==> src/rtl/rob_pkg.sv <==
// Shared ROB completion types: a completion record carries the ROB index, the mispredict flag and the corrected PC.
package rob_pkg;
  localparam int ROB_INDEX_SIZE = 7;
  localparam int NUM_REQ_DEF    = 3;
  localparam int PC_W           = 16;

  typedef struct packed {
    logic [ROB_INDEX_SIZE-1:0] index;
    logic                      mispred;
    logic [PC_W-1:0]           new_pc;
  } cmpl_t;
endpackage

==> src/rtl/cmpl_fifo.sv <==
// Per-requester completion FIFO: pushed entries are visible at the head one cycle later.
// The caller guards push with count < DEPTH; clear empties it regardless of push/pop.
module cmpl_fifo
  import rob_pkg::*;
#(
  parameter int DEPTH = 2,
  localparam int AW = (DEPTH > 1) ? $clog2(DEPTH) : 1,
  localparam int CW = $clog2(DEPTH + 1)
) (
  input  logic          CLK,
  input  logic          RST_N,
  input  logic          i_clear,
  input  logic          i_push,
  input  cmpl_t         i_dat,
  input  logic          i_pop,
  output cmpl_t         o_head,
  output logic [CW-1:0] o_count
);
  cmpl_t         r_mem [DEPTH];
  logic [AW-1:0] r_wr_ptr;
  logic [AW-1:0] r_rd_ptr;
  logic [CW-1:0] r_count;

  always_ff @(posedge CLK or negedge RST_N) begin
    if (!RST_N) begin
      r_wr_ptr <= '0;
      r_rd_ptr <= '0;
      r_count  <= '0;
    end else if (i_clear) begin
      r_wr_ptr <= '0;
      r_rd_ptr <= '0;
      r_count  <= '0;
    end else begin
      if (i_push) r_wr_ptr <= r_wr_ptr + AW'(1);
      if (i_pop)  r_rd_ptr <= r_rd_ptr + AW'(1);
      r_count <= r_count + CW'(i_push) - CW'(i_pop);
    end
  end

  // Payload storage needs no reset: only entries counted by r_count are ever read.
  always_ff @(posedge CLK) begin
    if (i_push && !i_clear) r_mem[r_wr_ptr] <= i_dat;
  end

  assign o_head  = r_mem[r_rd_ptr];
  assign o_count = r_count;
endmodule

==> src/rtl/rob_wb_arbiter.sv <==
// Merges NUM_REQ completion streams onto two registered ROB writeback ports, round-robin, 2 cycles push-to-WB.
// Each requester sees Ready only while its FIFO has room by registered count; Flush drops everything.
module rob_wb_arbiter #(
  parameter int NUM_REQ        = rob_pkg::NUM_REQ_DEF,
  parameter int ROB_INDEX_SIZE = rob_pkg::ROB_INDEX_SIZE,
  parameter int FIFO_DEPTH     = 2
) (
  input  logic                              CLK,
  input  logic                              RST_N,
  input  logic                              Flush,
  input  logic [NUM_REQ-1:0]                REQ_V,
  input  logic [NUM_REQ*ROB_INDEX_SIZE-1:0] REQ_Index,
  input  logic [NUM_REQ-1:0]                REQ_Mispred,
  input  logic [NUM_REQ*16-1:0]             REQ_New_PC,
  output logic [NUM_REQ-1:0]                REQ_Ready,
  output logic                              WB1_V,
  output logic [ROB_INDEX_SIZE-1:0]         WB1_Index,
  output logic                              WB1_Mispred,
  output logic [15:0]                       WB1_New_PC,
  output logic                              WB2_V,
  output logic [ROB_INDEX_SIZE-1:0]         WB2_Index,
  output logic                              WB2_Mispred,
  output logic [15:0]                       WB2_New_PC,
  output logic                              Busy
);
  import rob_pkg::*;

  localparam int PW = $clog2(NUM_REQ);
  localparam int CW = $clog2(FIFO_DEPTH + 1);

  cmpl_t                w_in    [NUM_REQ];
  cmpl_t                w_head  [NUM_REQ];
  logic [CW-1:0]        w_count [NUM_REQ];
  logic [NUM_REQ-1:0]   w_push;
  logic [NUM_REQ-1:0]   w_pop;
  logic [NUM_REQ-1:0]   w_nonempty;
  logic                 w_g0_vld, w_g1_vld;
  logic [PW-1:0]        w_g0, w_g1, w_rr_nxt;
  logic [PW-1:0]        r_rr_ptr;
  logic                 r_wb1_v, r_wb2_v;
  cmpl_t                r_wb1, r_wb2;

  function automatic logic [PW-1:0] rot(input logic [PW-1:0] base, input int off);
    int s;
    s = int'(base) + off;
    if (s >= NUM_REQ) s = s - NUM_REQ;
    return PW'(s);
  endfunction

  for (genvar g = 0; g < NUM_REQ; g++) begin : g_req
    assign w_in[g] = '{index:   REQ_Index[g*ROB_INDEX_SIZE +: ROB_INDEX_SIZE],
                       mispred: REQ_Mispred[g],
                       new_pc:  REQ_New_PC[g*16 +: 16]};
    assign REQ_Ready[g]  = ~Flush & (w_count[g] < CW'(FIFO_DEPTH));
    assign w_push[g]     = REQ_V[g] & REQ_Ready[g];
    assign w_nonempty[g] = |w_count[g];
    assign w_pop[g]      = (w_g0_vld && (w_g0 == PW'(g))) || (w_g1_vld && (w_g1 == PW'(g)));

    cmpl_fifo #(.DEPTH(FIFO_DEPTH)) u_fifo (
      .CLK     (CLK),
      .RST_N   (RST_N),
      .i_clear (Flush),
      .i_push  (w_push[g]),
      .i_dat   (w_in[g]),
      .i_pop   (w_pop[g]),
      .o_head  (w_head[g]),
      .o_count (w_count[g])
    );
  end

  // Cyclic scan from rr_ptr: first non-empty head feeds WB1, second feeds WB2.
  always_comb begin
    w_g0_vld = 1'b0;
    w_g1_vld = 1'b0;
    w_g0     = '0;
    w_g1     = '0;
    for (int i = 0; i < NUM_REQ; i++) begin
      if (w_nonempty[rot(r_rr_ptr, i)]) begin
        if (!w_g0_vld) begin
          w_g0_vld = 1'b1;
          w_g0     = rot(r_rr_ptr, i);
        end else if (!w_g1_vld) begin
          w_g1_vld = 1'b1;
          w_g1     = rot(r_rr_ptr, i);
        end
      end
    end
    w_rr_nxt = rot(w_g1_vld ? w_g1 : w_g0, 1);
  end

  always_ff @(posedge CLK or negedge RST_N) begin
    if (!RST_N) begin
      r_rr_ptr <= '0;
      r_wb1_v  <= 1'b0;
      r_wb2_v  <= 1'b0;
      r_wb1    <= '0;
      r_wb2    <= '0;
    end else if (Flush) begin
      r_rr_ptr <= '0;
      r_wb1_v  <= 1'b0;
      r_wb2_v  <= 1'b0;
      r_wb1    <= '0;
      r_wb2    <= '0;
    end else begin
      if (w_g0_vld) r_rr_ptr <= w_rr_nxt;
      r_wb1_v <= w_g0_vld;
      r_wb2_v <= w_g1_vld;
      r_wb1   <= w_g0_vld ? w_head[w_g0] : '0;
      r_wb2   <= w_g1_vld ? w_head[w_g1] : '0;
    end
  end

  assign WB1_V       = r_wb1_v;
  assign WB1_Index   = r_wb1.index;
  assign WB1_Mispred = r_wb1.mispred;
  assign WB1_New_PC  = r_wb1.new_pc;
  assign WB2_V       = r_wb2_v;
  assign WB2_Index   = r_wb2.index;
  assign WB2_Mispred = r_wb2.mispred;
  assign WB2_New_PC  = r_wb2.new_pc;
  assign Busy        = (|w_nonempty) | r_wb1_v | r_wb2_v;
endmodule

==> config.mk <==
export PLATFORM = sky130hd
export DESIGN_NAME = rob_wb_arbiter
export DESIGN_NICKNAME = d
export VERILOG_FILES = /design/src/rtl/rob_pkg.sv /design/src/rtl/cmpl_fifo.sv /design/src/rtl/rob_wb_arbiter.sv
export SDC_FILE = /design/constraint.sdc
export NUM_CORES = 1
export LEC_CHECK = 0
export ABC_AREA = 1
export BUFFER_PORTS_ARGS = -buffer_cell sky130_fd_sc_hd__buf_2
export CELL_PAD_IN_SITES_DETAIL_PLACEMENT = 0
export CELL_PAD_IN_SITES_GLOBAL_PLACEMENT = 1
export CORE_MARGIN = 2
export CORE_UTILIZATION = 40
export CTS_CLUSTER_DIAMETER = 50
export DETAILED_ROUTE_END_ITERATION = 7
export HOLD_SLACK_MARGIN = 0.06
export PLACE_DENSITY_LB_ADDON = 0.05
export SKIP_CTS_REPAIR_TIMING = 1
export SLEW_MARGIN = 20
export SYNTH_ARGS = -nofsm -noshare
export SYNTH_HDL_FRONTEND = slang
export SYNTH_SLANG_ARGS = --single-unit
==> constraint.sdc <==
create_clock -name CLK -period 2.7 [get_ports CLK]
set_clock_uncertainty 0.1 [all_clocks]
set_input_delay 0.135 -clock CLK [delete_from_list [all_inputs] [get_ports CLK]]
set_output_delay 0.135 -clock CLK [all_outputs]
set_load 0.01 [all_outputs]
==> metrics.md, run 1 <==
| Metric | Value |
|---|---|
| Die boundary width | `between 150 and 200 um` |
| Max-slew violation total from the final report | `0` |
| Max capacitance violation total | `0` |
| Slew at the pin closest to its max-slew limit | `roughly 0.73 ns` |
| Standard-cell row count | `54` |
| Per-instance average area after synthesis | `just over 10 sq um` |
| Nets@finish | `between 1000 and 1500` |
| Distinct cell type count of the synthesized netlist | `31` |
| Ports placed on the boundary | `roughly 130` |
| Sinks on the clock net | `208` |
| Tightest Hold Check Type | `input pin to async pin` |
| Req. time, crit path | `3.00 ns` |
| Final Setup Violations | `0` |
| Global router's overall resource usage | `about a fifth` |
| Insertion delay of the later-clocked pin in the worst-skew pair | `~0.54 ns` |
| Placed wire-length estimate after detailed placement | `around 16000 um` |
| Global-route wire length before repair | `roughly 36000 um` |
| Cell types with the highest counts after synthesis | `sky130_fd_sc_hd__nand2_1, sky130_fd_sc_hd__edfxtp_1, sky130_fd_sc_hd__inv_1, sky130_fd_sc_hd__nor2_1, sky130_fd_sc_hd__o21ai_0` |
| Outcome | `completed` |
| Kind of capture point of the worst setup path | `register` |
| Router iterations before antenna repair | `5` |
| Area leader, netlist | `sky130_fd_sc_hd__edfxtp_1` |
| Maximum number of pins on one net before global-route repair | `between 40 and 50` |
| Area growth from synthesis to layout | `31.8%` |
| Number of enable flip-flop cells after synthesis | `144` |
| Yosys warning total | `0` |
| Proportion of netlist area held by the largest area contributor | `between 40 and 50%` |
| Gate count after technology mapping | `a little under 900` |
| Cell area power density | `1170 mW/mm^2` |
| Sequential group share of total power | `30.7%` |
| Initial antenna violation count | `0` |
| Portion of total power attributed to the clock network | `approximately a quarter` |
| I/O Buffers | `~130` |
| Clk pin slew, worst setup/hold paths | `0.06 ns` |
| Maximum root-to-sink buffer count | `3` |
| Launch point of the worst reg-to-reg path | `r_rr_ptr[0]` |
| Count of endpoints failing hold in the final timing report | `0` |
| Avg WL per Cell | `around 17 um` |
| Post-route standard cell area excluding fillers | `roughly 0.012 sq mm` |
| Clock root buffer master | `sky130_fd_sc_hd__clkbuf_16` |
| Core area | `around 0.022 sq mm` |
| Initial Utilization | `between 40% and 50%` |
| Via-per-instance ratio | `4.67` |
| Sw Ratio | `around two fifths` |
| Worst-case headroom to the max-slew limit | `between 50% and 60%` |
| Power Internal | `between 0.008 and 0.009 W` |
| Cell area after technology mapping | `roughly 0.0089 sq mm` |
| Die span in y | `about 150 um` |
| Worst endpoint data arrival time | `about 2.8 ns` |
| Placed instance area | `a little under 0.01 sq mm` |
| Achievable clock frequency | `roughly 0.39 GHz` |
| Leakage Power | `between 5 and 6 nW` |
| Via count of the first global-routing pass | `5954` |
| Nets in the synthesized netlist | `around 960` |
| DRC | `0` |
| Max FO, Critical Path | `5` |
| Fin crit period | `~2.5 ns` |
| Final core utilization | `53.7%` |
| Part of the Yosys area used for sequential elements | `66.7%` |
| Hold slack | `0.0455 ns` |
| Asr flop ratio synth | `between 30 and 40%` |
| Peak ir drop on the vdd network | `727 uV` |
| Iter 0 DRT Violations | `around 420` |
| Total chip power | `between 0.01 and 0.015 W` |
| Biggest area contributors in the synthesized netlist | `sky130_fd_sc_hd__edfxtp_1, sky130_fd_sc_hd__dfrtp_1, sky130_fd_sc_hd__nand2_1, sky130_fd_sc_hd__o21ai_0, sky130_fd_sc_hd__inv_1` |
| Critical path type | `register to register` |
| Top_reg_cell synth | `sky130_fd_sc_hd__edfxtp_1` |
| Switching Power | `between 0.005 and 0.006 W` |
| Register-to-register setup slack | `approximately 0.17 ns` |
| Post-route clock period utilization | `between 90% and 100%` |
| Most repeated cell in the gate-level netlist after synthesis | `sky130_fd_sc_hd__nand2_1` |
| CTS buffer count | `28` |
| Area of the die | `0.0234 sq mm` |
| Antenna cells | `0` |
| Total number of vias | `about 6500` |
| Fraction of layout instances using a drive strength above 1 | `a little over a fifth` |
| Antenna Nets Post-Route | `0` |
| Weighted congestion reported at the end of routability-driven placement | `between 0.8 and 0.9` |
| Maximum level of the CTS H-tree | `1` |
| DRT Wirelength | `23900 um` |
| Final global-route overflow total | `0` |
| Synthesis-stage register bit count | `between 200 and 250` |
| Capture point of the worst reg-to-reg path | `g_req[0].u_fifo.o_count[1]` |
| Worst R2R Path Depth | `14` |
| Combinational power share | `between 40% and 50%` |
| Element type at the critical path start | `register` |
| TritonCTS clock tree | `done` |
through the flow:
| step | worst slack [ns] | cells | setup TNS, ns |
|---|---|---|---|
| 3_5_place_dp | 0.0416 | 1266 | 0 |
| 3_3_place_gp | 0.0463 | 1266 | 0 |
| 2_1_floorplan | 0.190 | 869 | 0 |
| 4_1_cts | 0.0331 | 1317 | 0 |
| 6_report | 0.167 | 1395 | 0 |
| 5_1_grt | -0.0199 | 1395 | -0.0361 |
logic make-up after synthesis:
logic type / count (synthesis) / synth area share, %
compound gates: 117 / 7.25
mux: 2 / 0.253
fa+ha+maj: 9 / 1.27
buf+inv: 130 / 6.08
simple gates: 397 / 17.9
flops: 208 / 66.7
xor+xnor: 6 / 0.591
sequential cells by signal, indices dropped and copies added, names as in the netlist:
register	cells
r_rr_ptr	2
WB1_Mispred	1
g_req.u_fifo.o_count	6
WB1_V	1
g_req.u_fifo.r_wr_ptr	3
g_req.u_fifo.r_rd_ptr	3
WB1_New_PC	16
g_req.u_fifo.r_mem	144
WB2_Mispred	1
WB1_Index	7
WB2_New_PC	16
WB2_V	1
WB2_Index	7
cell type report:
| type | instances | area [sq um] |
|---|---|---|
| Clock inverter | 16 | 173 |
| Tap cell | 280 | 350 |
| Inverter | 92 | 345 |
| Fill cell | 1949 | 10100 |
| Multi-Input combinational cell | 531 | 2520 |
| Sequential cell | 208 | 5930 |
| Clock buffer | 35 | 727 |
| Timing Repair Buffer | 233 | 1680 |
worst max-delay path by stage:
stage	startpoint	endpoint	slack (ns)	cells past startpoint
after floorplan	r_rr_ptr[0]	g_req[0].u_fifo.o_count[1]	0.19	18
after global placement	r_rr_ptr[0]	g_req[0].u_fifo.o_count[1]	0.05	17
after detailed placement	r_rr_ptr[0]	WB1_New_PC[9]	0.04	12
after CTS	r_rr_ptr[0]	WB1_New_PC[9]	0.03	12
after global routing	r_rr_ptr[0]	g_req[0].u_fifo.o_count[1]	-0.02	17
final	r_rr_ptr[0]	g_req[0].u_fifo.o_count[1]	0.17	14
per-layer routing:
metal / up-vias / global-route usage (%) / routed length [um]
li1: 3301 / - / -
met3: 27 / 2.86 / 1210
met4: 0 / 5.16 / 528
met5: - / 0 / 0
met1: 3007 / 30.4 / 11300
met2: 179 / 30.3 / 10900
worst max-delay path, cell delays in order (launching register included):
cell and delay (ns):
sky130_fd_sc_hd__dfrtp_1 0.41, sky130_fd_sc_hd__inv_2 0.08, sky130_fd_sc_hd__ha_4 0.30, sky130_fd_sc_hd__inv_2 0.04, sky130_fd_sc_hd__nor3_1 0.29, sky130_fd_sc_hd__a31oi_1 0.14, sky130_fd_sc_hd__nand2_1 0.08, sky130_fd_sc_hd__nand2_1 0.10
sky130_fd_sc_hd__nand3_2 0.10, sky130_fd_sc_hd__nand2_1 0.10, sky130_fd_sc_hd__ha_1 0.29, sky130_fd_sc_hd__inv_1 0.04, sky130_fd_sc_hd__ha_1 0.17, sky130_fd_sc_hd__xor2_1 0.14, sky130_fd_sc_hd__nor2_1 0.05
cells in the final DEF (no fill, tap or decap), types with 3 or more instances in the layout:
cell type / n
sky130_fd_sc_hd__xnor2_1: 3
sky130_fd_sc_hd__buf_4: 20
sky130_fd_sc_hd__nor2_1: 73
sky130_fd_sc_hd__inv_1: 84
sky130_fd_sc_hd__buf_2: 130
sky130_fd_sc_hd__buf_12: 4
sky130_fd_sc_hd__o21ai_1: 14
sky130_fd_sc_hd__clkinvlp_4: 4
sky130_fd_sc_hd__a21oi_1: 7
sky130_fd_sc_hd__a22oi_1: 22
sky130_fd_sc_hd__inv_2: 8
sky130_fd_sc_hd__nand3_1: 15
sky130_fd_sc_hd__dfrtp_1: 64
sky130_fd_sc_hd__nor3_1: 5
sky130_fd_sc_hd__nand2_1: 273
sky130_fd_sc_hd__nand2_2: 9
sky130_fd_sc_hd__nor2_2: 7
sky130_fd_sc_hd__clkbuf_1: 7
sky130_fd_sc_hd__xor2_1: 3
sky130_fd_sc_hd__clkbuf_16: 28
sky130_fd_sc_hd__nand4_1: 5
sky130_fd_sc_hd__o21ai_0: 71
sky130_fd_sc_hd__ha_1: 7
sky130_fd_sc_hd__edfxtp_1: 144
sky130_fd_sc_hd__dlygate4sd3_1: 77
power by group through the flow:
stage | logic, W | clock network [W] | registers, W
2_1_floorplan | 0.00384 | 0 | 0.00425
3_3_place_gp | 0.00569 | 0 | 0.00427
3_5_place_dp | 0.00569 | 0 | 0.00426
4_1_cts | 0.00571 | 0.00359 | 0.00420
5_1_grt | 0.00678 | 0.00374 | 0.00425
6_report | 0.00597 | 0.00351 | 0.00420
Power figures use the tool's default switching activity.
==> run 2, diff against run 1 <==
- CORE_UTILIZATION: 40 -> 42
- SETUP_SLACK_MARGIN: unset -> 0.3
- SYNTH_HIERARCHICAL: unset -> 1
==> metrics.md, run 2 <==
| Metric | Value |
|---|---|
| Total chip power | `0.0150 W` |
| Core area | `0.0225 sq mm` |
| Standard-cell row count | `55` |
| Via-per-instance ratio | `approximately 5` |
| Top_reg_cell synth | `sky130_fd_sc_hd__edfxtp_1` |
| Worst endpoint data arrival time | `just under 3 ns` |
| Tightest Hold Check Type | `input pin to async pin` |
| Mux share of post-synthesis cell area | `10.6%` |
| Final global-route overflow total | `0` |
| Fin crit period | `~2.6 ns` |
| Global router's overall resource usage | `about 20%` |
| Iter 0 DRT Violations | `between 300 and 400` |
| CTS buffer count | `25` |
| Max FO, Critical Path | `5` |
| Distinct cell type count of the synthesized netlist | `30` |
| Number of enable flip-flop cells after synthesis | `approximately 140` |
| Via count of the first global-routing pass | `roughly 6400` |
| Clock root buffer master | `sky130_fd_sc_hd__clkbuf_16` |
| Kind of capture point of the worst setup path | `register` |
| Setup TNS | `0 ns` |
| Avg WL per Cell | `~19 um` |
| Weighted congestion reported at the end of routability-driven placement | `slightly above 0.8` |
| Router iterations before antenna repair | `5` |
| Area of the multi-input gates | `about 0.0034 sq mm` |
| Synth Area in Simple Gates | `between 10% and 20%` |
| Initial Utilization | `between 40% and 50%` |
| Area taken by flip-flops and latches | `around 0.0059 sq mm` |
| Yosys warning total | `6` |
| Element type at the critical path start | `register` |
| RSZ-0062 raised after global routing | `true` |
| Leading cell types in the layout, fill and taps excluded | `sky130_fd_sc_hd__edfxtp_1, sky130_fd_sc_hd__buf_2, sky130_fd_sc_hd__nor2_1, sky130_fd_sc_hd__nand2_1, sky130_fd_sc_hd__dlygate4sd3_1` |
| Placed wire-length estimate after detailed placement | `roughly 17000 um` |
| Part of the Yosys area used for sequential elements | `about 62%` |
| Die boundary width | `about 150 um` |
| Slew at the pin closest to its max-slew limit | `approximately 0.76 ns` |
| Compound-Gate Fraction of Synth Area | `around 3.3%` |
| Max-slew violation total from the final report | `0` |
| Sinks on the clock net | `roughly 210` |
| Antenna cells | `0` |
| Biggest area contributors in the synthesized netlist | `sky130_fd_sc_hd__edfxtp_1, sky130_fd_sc_hd__dfrtp_1, sky130_fd_sc_hd__mux2_4, sky130_fd_sc_hd__nor2_1, sky130_fd_sc_hd__nand2_1` |
| I/O Buffers | `131` |
| Ports placed on the boundary | `about 130` |
| Insertion delay of the later-clocked pin in the worst-skew pair | `between 0.5 and 0.6 ns` |
| TritonCTS clock tree | `done` |
| Final core utilization | `roughly 57%` |
| Area leader, netlist | `sky130_fd_sc_hd__edfxtp_1` |
| Maximum root-to-sink buffer count | `3` |
| Global-route wire length before repair | `between 30000 and 40000 um` |
| Placed instance area | `~0.011 sq mm` |
| Req. time, crit path | `around 3.1 ns` |
| Cell area after technology mapping | `0.00956 sq mm` |
| Initial antenna violation count | `0` |
| Critical path type | `register to register` |
| Post-route standard cell area excluding fillers | `around 0.013 sq mm` |
| Register with the highest flop count | `g_req.u_fifo/r_mem` |
| Total number of vias | `roughly 6800` |
| Number of fillers in the final layout | `1933` |
| Parity-gate share of the synthesized area counting xor and xnor cells | `0%` |
| Per-instance average area after synthesis | `around 12 sq um` |
| Most repeated cell in the gate-level netlist after synthesis | `sky130_fd_sc_hd__edfxtp_1` |
| Adder-Cell Fraction of Synth Area | `about 1.2%` |
| Area of the die | `0.0240 sq mm` |
| Die span in y | `around 150 um` |
| Proportion of netlist area held by the largest area contributor | `45.2%` |
| Count of endpoints failing hold in the final timing report | `0` |
| Largest family of logic cells by synthesized area | `simple AND/OR/NAND/NOR gates` |
| Achievable clock frequency | `0.380 GHz` |
| Cell types with the highest counts after synthesis | `sky130_fd_sc_hd__edfxtp_1, sky130_fd_sc_hd__nor2_1, sky130_fd_sc_hd__nand2_1, sky130_fd_sc_hd__inv_1, sky130_fd_sc_hd__dfrtp_1` |
| Area growth from synthesis to layout | `33.3%` |
| Max capacitance violation total | `0` |
| DRC | `0` |
| Nets@finish | `1157` |
| Peak ir drop on the vdd network | `between 600 and 700 uV` |
| Outcome | `completed` |
| Gate count after technology mapping | `between 800 and 900` |
| Maximum number of pins on one net before global-route repair | `42` |
| Clk pin slew, worst setup/hold paths | `around 0.060 ns` |
| Number of flip-flops in the largest register | `approximately 140` |
| Most common cell after layout, fill and taps aside | `sky130_fd_sc_hd__edfxtp_1` |
| Final Setup Violations | `0` |
| DRT Wirelength | `between 20000 and 30000 um` |
| Cell area power density | `roughly 1200 mW/mm^2` |
| Post-route clock period utilization | `between 90% and 100%` |
| Asr flop ratio synth | `between 30 and 40%` |
| Leakage Power | `5.70 nW` |
| Maximum level of the CTS H-tree | `1` |
| Nets in the synthesized netlist | `around 910` |
| Fraction of layout instances using a drive strength above 1 | `between 30 and 40%` |
| Worst-case headroom to the max-slew limit | `about half` |
| Synthesis-stage register bit count | `around 210` |
| Antenna Nets Post-Route | `0` |
run 2: cell types whose count changed after synthesis, sizes merged, moves of 17 or more:
cell,change
o21ai,-54
nand2,-153
nand3,+42
a22oi,-22
nor2,+58
mux2,+70
a21oi,+24
clkbuf,-17
run 2: worst max-delay path, cell delays in order (launching register included):
cell and delay, ns:
sky130_fd_sc_hd__dfrtp_1 0.42, sky130_fd_sc_hd__ha_4 0.29, sky130_fd_sc_hd__buf_4 0.15, sky130_fd_sc_hd__a21oi_1 0.16, sky130_fd_sc_hd__nand2_1 0.13, sky130_fd_sc_hd__nand2_4 0.12, sky130_fd_sc_hd__inv_4 0.05, sky130_fd_sc_hd__nor2_4 0.09
sky130_fd_sc_hd__nand2_4 0.08, sky130_fd_sc_hd__nand2_8 0.11, sky130_fd_sc_hd__nor2_4 0.05, sky130_fd_sc_hd__nand2_2 0.07, sky130_fd_sc_hd__o21ai_4 0.07, sky130_fd_sc_hd__ha_4 0.27, sky130_fd_sc_hd__inv_2 0.04, sky130_fd_sc_hd__ha_4 0.16
sky130_fd_sc_hd__nand3_2 0.07, sky130_fd_sc_hd__nand2_1 0.05, sky130_fd_sc_hd__nor2_1 0.11
run 2: worst paths after layout:
kind	from	end	slack, ns	cells past startpoint
max	r_rr_ptr[1]	g_req[0].u_fifo/o_count[1]	0.07	18
min	RST_N	g_req[2].u_fifo/r_wr_ptr	0.07	2
max reg2reg	r_rr_ptr[1]	g_req[0].u_fifo/o_count[1]	0.07	18
min reg2reg	r_rr_ptr[0]	r_rr_ptr[0]	0.52	2
max in group asynchronous	RST_N	WB2_Index[4]	1.78	3
min in group CLK	REQ_V[2]	g_req[2].u_fifo/r_wr_ptr	0.12	4
run 2: where the power goes:
part           internal [W]  total [W]  switching, W
combinational       0.00299    0.00763       0.00463
clock               0.00205    0.00337       0.00132
sequential          0.00382    0.00401      0.000188
run 2: area by class of cell:
| cell class | instances | share of cell area [%] |
|---|---|---|
| Clock inverter | 18 | 1.50 |
| Inverter | 89 | 2.94 |
| Clock buffer | 28 | 5.15 |
| Tap cell | 285 | 2.80 |
| Sequential cell | 208 | 46.5 |
| Timing Repair Buffer | 254 | 14.5 |
| Multi-Input combinational cell | 492 | 26.6 |
run 2: per-stage QoR:
stage	hold slack [ns]	instances	setup slack (ns)
2_1_floorplan	-0.261	819	0.219
3_3_place_gp	0.0913	1230	0.191
3_5_place_dp	0.0843	1230	0.0897
4_1_cts	-0.465	1276	0.0901
5_1_grt	0.132	1374	-0.0507
6_report	0.0717	1374	0.0709
run 2: kinds of logic after synthesis:
group / Yosys count
AND/OR/NAND/NOR: 344
flip-flops: 208
buffers and inverters: 123
multiplexers: 72
AO/OA/AOI/OAI: 63
adder cells (fa/ha/maj): 9
run 2: routing by layer:
layer | up-vias | GRT usage [%] | share of wire (%)
met3 | 42 | 2.65 | 4.5
li1 | 3253 | - | -
met2 | 173 | 33.6 | 49
met1 | 3362 | 28.3 | 44
met5 | - | 0 | 0
met4 | 0 | 5.60 | 2.5
